### src/rtl/branch_ctrl.sv
// rtl/branch_ctrl.sv - control-flow resolver: condition flags, return-address stack, RUN/HALT/FAULT FSM
// Optional feature macro: BRANCH_CTRL_FLAG_BYPASS_EN (same-cycle ALU flags feed conditional branches)
module branch_ctrl #(
    parameter int RAS_DEPTH = 4,
    parameter int PC_W      = 8
) (
    input  logic            pb_clk_debounced,
    input  logic            rst_general,
    input  logic [PC_W-1:0] pc,
    input  logic            instr_valid,
    input  logic [3:0]      branch_op,
    input  logic [PC_W-1:0] offset,
    input  logic            flags_we,
    input  logic            alu_zero,
    input  logic            alu_neg,
    input  logic            alu_carry,
    output logic [7:0]      take_branch,
    output logic [PC_W-1:0] immediate,
    output logic [3:0]      ras_depth,
    output logic            halted,
    output logic            fault
);

    typedef enum logic [1:0] {
        ST_RUN   = 2'd0,
        ST_HALT  = 2'd1,
        ST_FAULT = 2'd2
    } state_t;

    localparam logic [3:0] OP_BEQ  = 4'd1;
    localparam logic [3:0] OP_BNE  = 4'd2;
    localparam logic [3:0] OP_BLT  = 4'd3;
    localparam logic [3:0] OP_BGE  = 4'd4;
    localparam logic [3:0] OP_BCS  = 4'd5;
    localparam logic [3:0] OP_JMP  = 4'd6;
    localparam logic [3:0] OP_CALL = 4'd7;
    localparam logic [3:0] OP_RET  = 4'd8;
    localparam logic [3:0] OP_HALT = 4'd9;

    localparam logic [3:0] RAS_FULL = 4'(RAS_DEPTH);

    state_t          state_q, state_d;
    logic            z_q, z_d;
    logic            n_q, n_d;
    logic            c_q, c_d;
    logic [PC_W-1:0] ras_q [RAS_DEPTH];
    logic [PC_W-1:0] ras_d [RAS_DEPTH];
    logic [3:0]      ras_depth_q, ras_depth_d;
    logic            halted_q, halted_d;
    logic            fault_q, fault_d;

    logic            z_eff, n_eff, c_eff;
    logic            cond_taken;
    logic [PC_W-1:0] ras_top;
    logic            redirect;
    logic            stall;
    logic [PC_W-1:0] target_off;

`ifdef BRANCH_CTRL_FLAG_BYPASS_EN
    assign z_eff = flags_we ? alu_zero  : z_q;
    assign n_eff = flags_we ? alu_neg   : n_q;
    assign c_eff = flags_we ? alu_carry : c_q;
`else
    assign z_eff = z_q;
    assign n_eff = n_q;
    assign c_eff = c_q;
`endif

    always_comb begin
        cond_taken = 1'b0;
        case (branch_op)
            OP_BEQ:  cond_taken = z_eff;
            OP_BNE:  cond_taken = !z_eff;
            OP_BLT:  cond_taken = n_eff;
            OP_BGE:  cond_taken = !n_eff;
            OP_BCS:  cond_taken = c_eff;
            default: cond_taken = 1'b0;
        endcase
    end

    always_comb begin
        ras_top = '0;
        for (int i = 0; i < RAS_DEPTH; i++) begin
            if (4'(i + 1) == ras_depth_q) ras_top = ras_q[i];
        end
    end

    always_comb begin
        state_d     = state_q;
        z_d         = z_q;
        n_d         = n_q;
        c_d         = c_q;
        ras_d       = ras_q;
        ras_depth_d = ras_depth_q;
        redirect    = 1'b0;
        stall       = 1'b0;
        target_off  = '0;

        if (flags_we && state_q != ST_FAULT) begin
            z_d = alu_zero;
            n_d = alu_neg;
            c_d = alu_carry;
        end

        if (state_q != ST_RUN || !instr_valid) begin
            stall = 1'b1;
        end else begin
            case (branch_op)
                OP_BEQ, OP_BNE, OP_BLT, OP_BGE, OP_BCS: begin
                    if (cond_taken) begin
                        redirect   = 1'b1;
                        target_off = offset;
                    end
                end
                OP_JMP: begin
                    redirect   = 1'b1;
                    target_off = offset;
                end
                OP_CALL: begin
                    if (ras_depth_q != RAS_FULL) begin
                        for (int i = 0; i < RAS_DEPTH; i++) begin
                            if (4'(i) == ras_depth_q) ras_d[i] = pc + PC_W'(1);
                        end
                        ras_depth_d = ras_depth_q + 4'd1;
                        redirect    = 1'b1;
                        target_off  = offset;
                    end else begin
                        stall   = 1'b1;
                        state_d = ST_FAULT;
                    end
                end
                OP_RET: begin
                    // Offset is chosen so that pc + immediate lands exactly on the popped address.
                    if (ras_depth_q != 4'd0) begin
                        ras_depth_d = ras_depth_q - 4'd1;
                        redirect    = 1'b1;
                        target_off  = ras_top - pc;
                    end else begin
                        stall   = 1'b1;
                        state_d = ST_FAULT;
                    end
                end
                OP_HALT: begin
                    stall   = 1'b1;
                    state_d = ST_HALT;
                end
                default: ;
            endcase
        end

        halted_d = (state_d == ST_HALT);
        fault_d  = (state_d == ST_FAULT);
    end

    always_comb begin
        take_branch = 8'h00;
        immediate   = '0;
        if (rst_general) begin
            take_branch = 8'h00;
            immediate   = '0;
        end else if (stall) begin
            take_branch = 8'h01;
            immediate   = '0;
        end else if (redirect) begin
            take_branch = 8'h01;
            immediate   = target_off;
        end
    end

    always_ff @(posedge pb_clk_debounced or posedge rst_general) begin
        if (rst_general) begin
            state_q     <= ST_RUN;
            z_q         <= 1'b0;
            n_q         <= 1'b0;
            c_q         <= 1'b0;
            ras_depth_q <= 4'd0;
            halted_q    <= 1'b0;
            fault_q     <= 1'b0;
            for (int i = 0; i < RAS_DEPTH; i++) ras_q[i] <= '0;
        end else begin
            state_q     <= state_d;
            z_q         <= z_d;
            n_q         <= n_d;
            c_q         <= c_d;
            ras_depth_q <= ras_depth_d;
            halted_q    <= halted_d;
            fault_q     <= fault_d;
            ras_q       <= ras_d;
        end
    end

    assign ras_depth = ras_depth_q;
    assign halted    = halted_q;
    assign fault     = fault_q;

endmodule

### config.mk
export PLATFORM = sky130hd
export DESIGN_NAME = branch_ctrl
export DESIGN_NICKNAME = d
export VERILOG_FILES = /design/src/rtl/branch_ctrl.sv
export SDC_FILE = /design/constraint.sdc
export NUM_CORES = 1
export LEC_CHECK = 0
export CAP_MARGIN = 40
export CORE_MARGIN = 4
export CORE_UTILIZATION = 45
export CTS_CLUSTER_DIAMETER = 50
export DETAILED_ROUTE_END_ITERATION = 6
export HOLD_SLACK_MARGIN = 0.02
export PLACE_DENSITY = 0.72
export SYNTH_ARGS = -nofsm -noshare
export SYNTH_HDL_FRONTEND = slang
export SYNTH_SLANG_ARGS = --single-unit
### constraint.sdc
create_clock -name pb_clk_debounced -period 4.71 [get_ports pb_clk_debounced]
set_input_delay 0.471 -clock pb_clk_debounced [delete_from_list [all_inputs] [get_ports pb_clk_debounced]]
set_output_delay 0.471 -clock pb_clk_debounced [all_outputs]
set_load 0.01 [all_outputs]
* Word-level counts from Yosys, hierarchy flattened
Cells that the tools add are included.
** Storage, ports and cells
- Output and inout bits :: 22
- Bits in latches :: 0
- Input bits :: 27
- Bits in read-only memories :: 0
- Memory bits (writable) :: 0
- Flip-flop bits (word level) :: 43
- Memories kept :: 0
** Operators by class
- Divide/modulo/power cells :: 0
- Eq/ne operators :: 19
- Bitwise gates (word level) :: 1
- Add/subtract/negate cells :: 4
- Muxes and demuxes :: 32
- Reductions and logical operators :: 15
- $mul :: 0
- Shift-type cells :: 0
- $lt $le $gt $ge :: 0
** Operators by type and width (count)
- $mux W8 :: 11
- $pmux W8 S4 :: 1
- $reduce_and A4 Y1 :: 5
- $eq A4 B3 Y1 const B :: 4
- $mux W1 :: 10
- $add A8 B1 Y8 const B :: 1
- $eq A2 B4 Y1 const A :: 2
- $eq A4 B2 Y1 const B :: 2
- $eq A4 B4 Y1 const B :: 2
- $mux W4 :: 2
- $pmux W4 S2 :: 1
- $sub A8 B8 Y8 :: 1
- $mux W2 :: 3
- $ne A2 B2 Y1 const B :: 3
- $pmux W2 S3 :: 1
- $pmux W1 S5 :: 1
- $reduce_or A5 Y1 :: 1
- $add A4 B1 Y4 const B :: 1
- $eq A1 B4 Y1 const A :: 1
- $eq A3 B4 Y1 const A :: 1
- $eq A4 B1 Y1 const B :: 1
- $logic_not A4 Y1 :: 1
- $ne A4 B3 Y1 const B :: 1
- $pmux W1 S4 :: 1
- 10 further kinds :: 13

* Depth between registers and ports, before layout
Gate-level depths: netlist of run 1.
- Depth in word-level cells :: 12
- Mapped depth :: 14

* Least setup slack after synthesis of run 1
OpenSTA, ideal clock, no wires.
- Path kind :: register to output
- From :: register ras_depth_q[0], in the netlist ras_depth[0]
- To :: output port immediate[6]
- Required time :: 4.239 ns
- Arrival :: 2.868 ns
- Slack :: 1.371 ns
- Cell stages (with the launch flop) :: 14
- Cells stage by stage :: dfrtp_1 > inv_1 > ha_1 > clkbuf_1 > a22oi_1 > o21ai_0 > a22oi_1 > ha_1 > fa_1 > nand2b_1 > a21oi_1 > o21ai_0 > a211o_1 > nand3_1
** Between the ends
- Word-level cells in the longest chain between the ends :: 12
** Ends and longest elaborated chain
- start, declared :: line 48 : logic [3:0] ras_depth_q, ras_depth_d;
- start signal, assigned :: line 185 : ras_depth_q <= ras_depth_d;
- $eq A1 B4 Y1 :: line 84 : if (4'(i + 1) == ras_depth_q) ras_top = ras_q[i];
- $mux W8 (4 in series) :: line 84
- $sub A8 B8 Y8 :: line 137 : target_off = ras_top - pc;
- $mux W8 :: line 134 : if (ras_depth_q != 4'd0) begin
- $pmux W8 S4 :: line 108 : case (branch_op)
- $mux W8 :: line 105 : if (state_q != ST_RUN || !instr_valid) begin
- $mux W8 :: line 164 : end else if (redirect) begin
- $mux W8 (*) :: line 161 : end else if (stall) begin
- $mux W8 (*) :: line 158 : if (rst_general) begin
- end, declared :: line 18 : output logic [PC_W-1:0] immediate,
Every way passes the cells marked *; elsewhere a longest branch is shown, timed or not.

* Final worst setup path of run 1
- From :: register ras_depth_q[1], in the netlist ras_depth[1]
- To :: output port immediate[6]
The elaborated chain is that of the path after synthesis.

==> results.json, run 1 <==
{
  "outcome": "complete, no violations",
  "clock_latency_ps": 300,
  "tritoncts": "done",
  "overflow": 0,
  "grt_pass1_vias": 2145,
  "p_clk_share_pct": 35.1,
  "setup-violations-final": 0,
  "fin_skew_ps": 7.89,
  "grt_max_degree": 34,
  "synth_flop_cell": "dfrtp_1",
  "ir_drop_v": 0.000106,
  "hold_path.class": "flop to flop",
  "io_buffer_count": 41,
  "use_met1_pct": 23.5,
  "startpoint_type": "flop",
  "power.switching_mw": 0.181,
  "syn_area_mm2": 0.00277,
  "core_mm2": 0.00596,
  "finalCritPeriodShare_pct": 92.0,
  "ys_seq_area_share_pct": 38.9,
  "criticalPathCategory": "flop to primary output",
  "hold_viol_final": 0,
  "die_height_um": 86.4,
  "report.final.slew_viol_count": 0,
  "drive_above_1_share_pct": 9.25,
  "synth.most_common_cell": "nand2_1",
  "clk_path_buf_depth": 2,
  "antenna_cells": 0,
  "sw_frac_of_total_pct": 26.1,
  "multi_input_area_mm2": 0.00154,
  "rows": 28,
  "cp_data_arrival_time_ps": 3860,
  "die_area_mm2": 0.00747,
  "yosys-top-cells-area": "dfrtp_1 39%, o21ai_0 7.4%, nand2_1 6.1%",
  "p_int_mw": 0.512,
  "cts_buffers": 5,
  "synth_fa_ha_area_share_pct": 6.60,
  "yosysUniqueCellTypes": 59,
  "start_util_pct": 46.4,
  "place_area_mm2": 0.00317,
  "totalWireLength_um": 6050,
  "synth_top_family_by_area": "simple AND/OR/NAND/NOR gates",
  "layout_min_cycle_time_ps": 4330,
  "yosys_warnings": 0,
  "nFillCells": 547,
  "slew_headroom_pct": 49.1,
  "syn2layout_area_growth_pct": 18.2,
  "syn-instance-count": 313,
  "grt_first_pass_wirelength_um": 10300,
  "crit_path_end_kind": "primary output",
  "power_density_mw_per_mm2": 212,
  "root_buffer": "clkbuf_8",
  "grt_util_met2_pct": 28.2,
  "worstMarginPinSlew_ps": 753,
  "drtAntennaViolNets": 0,
  "yosys.area_share.simple_pct": 21.5,
  "vias_per_cell": 5.44,
  "postCtsSetupBuffers": 0,
  "synth.top_cell.area_share_pct": 38.9,
  "ys_seq_elements": 43,
  "fin_nets": 386,
  "via_count": 2289,
  "die_x_um": 86.4,
  "post-route-util_pct": 54.9,
  "synth_compound_area_share_pct": 18.7,
  "leakagePower_nw": 1.38,
  "synth_edf_count": 0,
  "design_area_mm2": 0.00327,
  "dp_hpwl_um": 4700,
  "avgSynthCellArea_um2": 8.84,
  "register_area_mm2": 0.00108,
  "synthTopCellsByCount": "45 x nand2_1, 43 x dfrtp_1, 41 x o21ai_0, 18 x nor2_1, 14 x inv_1",
  "comb_power_share_pct": 11.3,
  "num_io_pins": 49,
  "drv_cap": 0,
  "rsz0062_at_grt": "no",
  "synth-xor-area-share_pct": 3.17,
  "drt-wirelength-per-cell_um": 14.4,
  "htreeDepth": 2,
  "drt-initial-drc-count": 148,
  "clkTransAtPathRegs_ps": 80,
  "muxShareOfSynthArea_pct": 4.48,
  "clock_sinks": 43,
  "cp.required_ps": 4240,
  "max_freq_mhz": 231,
  "antenna_found_initial": 0,
  "gr-usage-met3_pct": 2.95,
  "gp_congestion": 0.817,
  "pwr-share-seq_pct": 53.6,
  "synth_area_leader_cell": "dfrtp_1",
  "grt.busiest_layer": "met2",
  "ys_async_sr_fraction_pct": 100,
  "drc": 0,
  "dr.pass1.iters": 4,
  "crit_path_max_fanout": 8,
  "setup_tns_ps": 0,
  "grt_usage_pct": 17.4
}
==> registers in the layout, summed over array words and instances (netlist names) <==
signal     cells
ras_depth      4
n_eff          1
halted         1
state_q        2
fault          1
c_eff          1
ras_q         32
z_eff          1
==> final cells by class <==
class,instances,area share [%]
Tap cell,75,2.87
Sequential cell,43,32.9
Clock buffer,5,2.10
Clock inverter,3,0.765
Timing Repair Buffer,42,12.8
Inverter,14,1.61
Multi-Input combinational cell,239,47.0
==> power by group through the flow <==
stage	clock [mW]	combinational, mW	sequential (mW)
2_1_floorplan	0	0.0448	0.378
3_3_place_gp	0	0.0779	0.378
3_5_place_dp	0	0.0783	0.378
4_1_cts	0.250	0.0790	0.371
5_1_grt	0.270	0.0878	0.371
6_report	0.243	0.0784	0.371
==> kinds of logic after synthesis <==
group,Yosys count
simple gates,114
xor+xnor,10
other cells,1
compound gates,83
flops,43
buf+inv,37
fa+ha+maj,14
mux,11
==> cell usage in the layout (no fill, tap or decap), types with 3 or more instances in the layout <==
| master | count |
|---|---|
| clkdlybuf4s50_1 | 41 |
| nand2b_1 | 5 |
| nand4_1 | 4 |
| inv_1 | 14 |
| a22o_1 | 5 |
| ha_1 | 12 |
| xnor2_1 | 7 |
| nor2b_1 | 7 |
| o21ai_0 | 41 |
| nor3_1 | 4 |
| clkbuf_8 | 5 |
| a21oi_1 | 13 |
| conb_1 | 7 |
| dfrtp_1 | 43 |
| mux2_2 | 11 |
| nand2_1 | 45 |
| nor2_1 | 18 |
| nand3_1 | 10 |
| xor2_1 | 3 |
==> what timing repair did <==
item	in CTS	in global routing
endpoints found under the hold margin	0	0
hold buffers	0	0
resized for setup	0	1
endpoints found under the setup margin	0	1
==> worst max-delay path, cell delays in order (launching register included) <==
cell,delay (ps)
dfrtp_1,450
inv_1,110
ha_1,320
nor2b_1,230
a22oi_1,90
o21ai_0,200
a22oi_1,130
ha_1,240
fa_1,400
nand2b_1,180
a21oi_1,160
o21ai_0,120
a211o_1,310
nand3_1,80
clkdlybuf4s50_1,530
==> layer usage <==
layer,wire [um],part of all wire [%]
met1,2850,47
met2,2780,46
met3,307,5.1
met4,116,1.9
met5,0,0
==> through the flow <==
stage | cells | setup WS (ps) | hold WS [ps] | power (mW)
after floorplan | 319 | 1370 | 450 | 0.423
after global placement | 413 | 772 | 462 | 0.456
after detailed placement | 413 | 600 | 471 | 0.457
after CTS | 421 | 261 | 490 | 0.700
after global routing | 421 | 38.1 | 521 | 0.729
final | 421 | 378 | 484 | 0.692
==> final timing paths <==
kind,cells after the start,start,to,slack [ps]
hold / removal,2,ras_q[13]$_DFFE_PP0P_,ras_q[13]$_DFFE_PP0P_,480
min in group asynchronous,2,rst_general,n_eff$_DFFE_PP0P_,590
max in group asynchronous,3,rst_general,ras_q[18]$_DFFE_PP0P_,3350
setup / recovery,14,ras_depth[1]$_DFFE_PP0P_,immediate[6],380
hold reg to reg,2,ras_q[13]$_DFFE_PP0P_,ras_q[13]$_DFFE_PP0P_,480
setup reg to reg,5,ras_depth[0]$_DFFE_PP0P_,ras_q[31]$_DFFE_PP0P_,2270
No activity file was read; power rests on OpenSTA's default activity.
==> inputs of run 2 (changes only) <==
- CORE_ASPECT_RATIO: not set -> 1.5
- GPL_ROUTABILITY_DRIVEN: not set -> 0
- PLACE_DENSITY: 0.72 -> not set
- PLACE_DENSITY_LB_ADDON: not set -> 0.05
==> run 2 against run 1 <==
  * Maximum frequency fell by 0.20%
  * Register-to-register slack barely moved
  * Final area rose by 1.1%
  * Clock power rose by 40%
  * Worst setup slack got worse by 8.5 ps
  * Cell count fell by 0.71%
  * Sequential share of layout area fell by 0.35 points
  * Largest cell class unchanged
  * Largest power group unchanged
==> results.json, run 2 (synthesis gave the netlist of run 1 again) <==
{
  "p_int_mw": 0.618,
  "cts_buffers": 5,
  "hold-path-endpoint": "ras_q[5]$_DFFE_PP0P_",
  "die_area_mm2": 0.00749,
  "start_util_pct": 47.1,
  "io_buffer_count": 41,
  "die_height_um": 104,
  "pwr-share-seq_pct": 46.8,
  "whs_path_depth": 2,
  "multi_input_area_mm2": 0.00154,
  "criticalPathCategory": "flop to primary output",
  "htreeDepth": 2,
  "clock_sinks": 43,
  "via_count": 2340,
  "crit_path_max_fanout": 8,
  "reg2reg_depth": 5,
  "outcome": "complete, no violations",
  "worstMarginPinSlew_ps": 675,
  "setup_tns_ps": 0,
  "drive_above_1_share_pct": 8.96,
  "dp_hpwl_um": 5300,
  "num_io_pins": 49,
  "core_mm2": 0.00587,
  "vias_per_cell": 5.60,
  "clkTransAtPathRegs_ps": 90,
  "path_buf_inv": 2,
  "antenna_found_initial": 0,
  "drc": 0,
  "hold_viol_final": 0,
  "leakagePower_nw": 1.40,
  "final_cell_mix": "45 x nand2_1, 43 x dfrtp_1, 41 x o21ai_0, 41 x clkdlybuf4s50_1, 18 x nor2_1",
  "setup-violations-final": 0,
  "crit_start": "ras_depth[1]$_DFFE_PP0P_",
  "power_mw": 0.792,
  "clk_path_buf_depth": 2,
  "drt-wirelength-per-cell_um": 16.5,
  "max_freq_mhz": 230,
  "p_clk_share_pct": 43.1,
  "rsz0062_at_grt": "no",
  "hold_path.class": "flop to flop",
  "power_density_mw_per_mm2": 240,
  "final_common_cell": "nand2_1",
  "die_x_um": 72.0,
  "dr.pass1.iters": 4,
  "grt_max_degree": 30,
  "nFillCells": 570,
  "drt-initial-drc-count": 118,
  "fin_skew_ps": 9.40,
  "rows": 34,
  "critPathTopFamily": "adder cells",
  "slew_headroom_pct": 54.4,
  "drtAntennaViolNets": 0,
  "cts_hold_buffers": 0,
  "cp_data_arrival_time_ps": 3870,
  "startpoint_type": "flop",
  "overflow": 0,
  "tritoncts": "done",
  "fin_nets": 386,
  "path_cells": "inv_1, ha_1, nor2b_1, a22oi_1, o21ai_0, a22oi_1, ha_1, fa_1, nand2b_1, a21oi_1, o21ai_0, a211o_1, nand3_1, clkdlybuf4s50_1",
  "comb_power_share_pct": 10.1,
  "grt_first_pass_wirelength_um": 11900,
  "totalWireLength_um": 6910,
  "layout_min_cycle_time_ps": 4340,
  "clock_latency_ps": 300,
  "drv_cap": 0,
  "r2r-end": "ras_q[31]$_DFFE_PP0P_",
  "sw_frac_of_total_pct": 21.9,
  "register_area_mm2": 0.00108,
  "r2r_setup_slack_ps": 2260,
  "largest_reg_flops": 32,
  "root_buffer": "clkbuf_8",
  "top_register": "ras_q",
  "syn2layout_area_growth_pct": 19.4,
  "report.final.slew_viol_count": 0,
  "power.switching_mw": 0.174,
  "grt_pass1_vias": 2489,
  "cp.required_ps": 4240,
  "slowest_delay_ps": 540,
  "min_from": "ras_q[5]$_DFFE_PP0P_",
  "crit_path_end_kind": "primary output",
  "ir_drop_v": 0.000123,
  "cp_slowest_cell": "clkdlybuf4s50_1",
  "antenna_cells": 0,
  "grt_usage_pct": 20.0,
  "rr_startpoint": "ras_depth[0]$_DFFE_PP0P_",
  "finalCritPeriodShare_pct": 92.2
}
## run 2: cell types whose count changed in the layout (fill, tap and decap cells not counted), sizes merged
cell / before / now
clkinvlp: 1 / 0
bufinv: 0 / 2
clkbuf: 5 / 6
clkinv: 2 / 0
## run 2: cell type report
| class | count | share of cell area, % |
|---|---|---|
| sequential | 43 | 32.6 |
| timing repair buffer | 42 | 12.6 |
| multi-input combinational | 239 | 46.5 |
| inverter | 14 | 1.59 |
| tap | 72 | 2.73 |
| clock buffer | 6 | 2.20 |
| clock inverter | 2 | 1.82 |
## run 2: worst max path at each step
stage	end	cells past startpoint
final	immediate[6]	14
after global routing	immediate[6]	14
after CTS	immediate[6]	14
after detailed placement	immediate[6]	14
after global placement	immediate[6]	14
after floorplan	immediate[6]	13
## run 2: timing repair
| action | CTS | global route |
|---|---|---|
| hold endpoints to repair | 0 | 0 |
| endpoints found under the setup margin | 0 | 1 |
| buffers inserted | 0 | 0 |
| gates resized for setup | 0 | 1 |
## run 2: routing by layer
metal / share of wire (%) / vias to the layer above / GRT usage (%)
met2: 53 / 59 / 35.9
met1: 42 / 1121 / 24.0
met5: 0 / - / 0
li1: - / 1152 / -
met3: 3.5 / 8 / 2.51
met4: 1.8 / 0 / 6.72
## run 2: metrics by stage
step	cells	cell area (um2)	setup slack, ps	util [%]	hold slack, ps
detailed placement	410	3170	608	54.0	471
CTS	418	3300	269	56.2	490
finish	418	3300	369	56.3	488
global route	418	3300	120	56.3	523
floorplan	319	2790	1370	-	450
global placement	410	3170	702	54.0	464
## run 2: power groups by stage
stage | clock [mW] | sequential [mW] | combinational, mW
after global routing | 0.363 | 0.371 | 0.0879
after global placement | 0 | 0.378 | 0.0793
after detailed placement | 0 | 0.378 | 0.0799
after CTS | 0.348 | 0.371 | 0.0804
after floorplan | 0 | 0.378 | 0.0448
final | 0.341 | 0.371 | 0.0797
## run 2: worst reg2reg max path: stages (launching register included)
cell,delay [ps]
dfrtp_1,470
inv_1,120
ha_1,270
or3b_2,490
or3_1,620
mux2_2,360
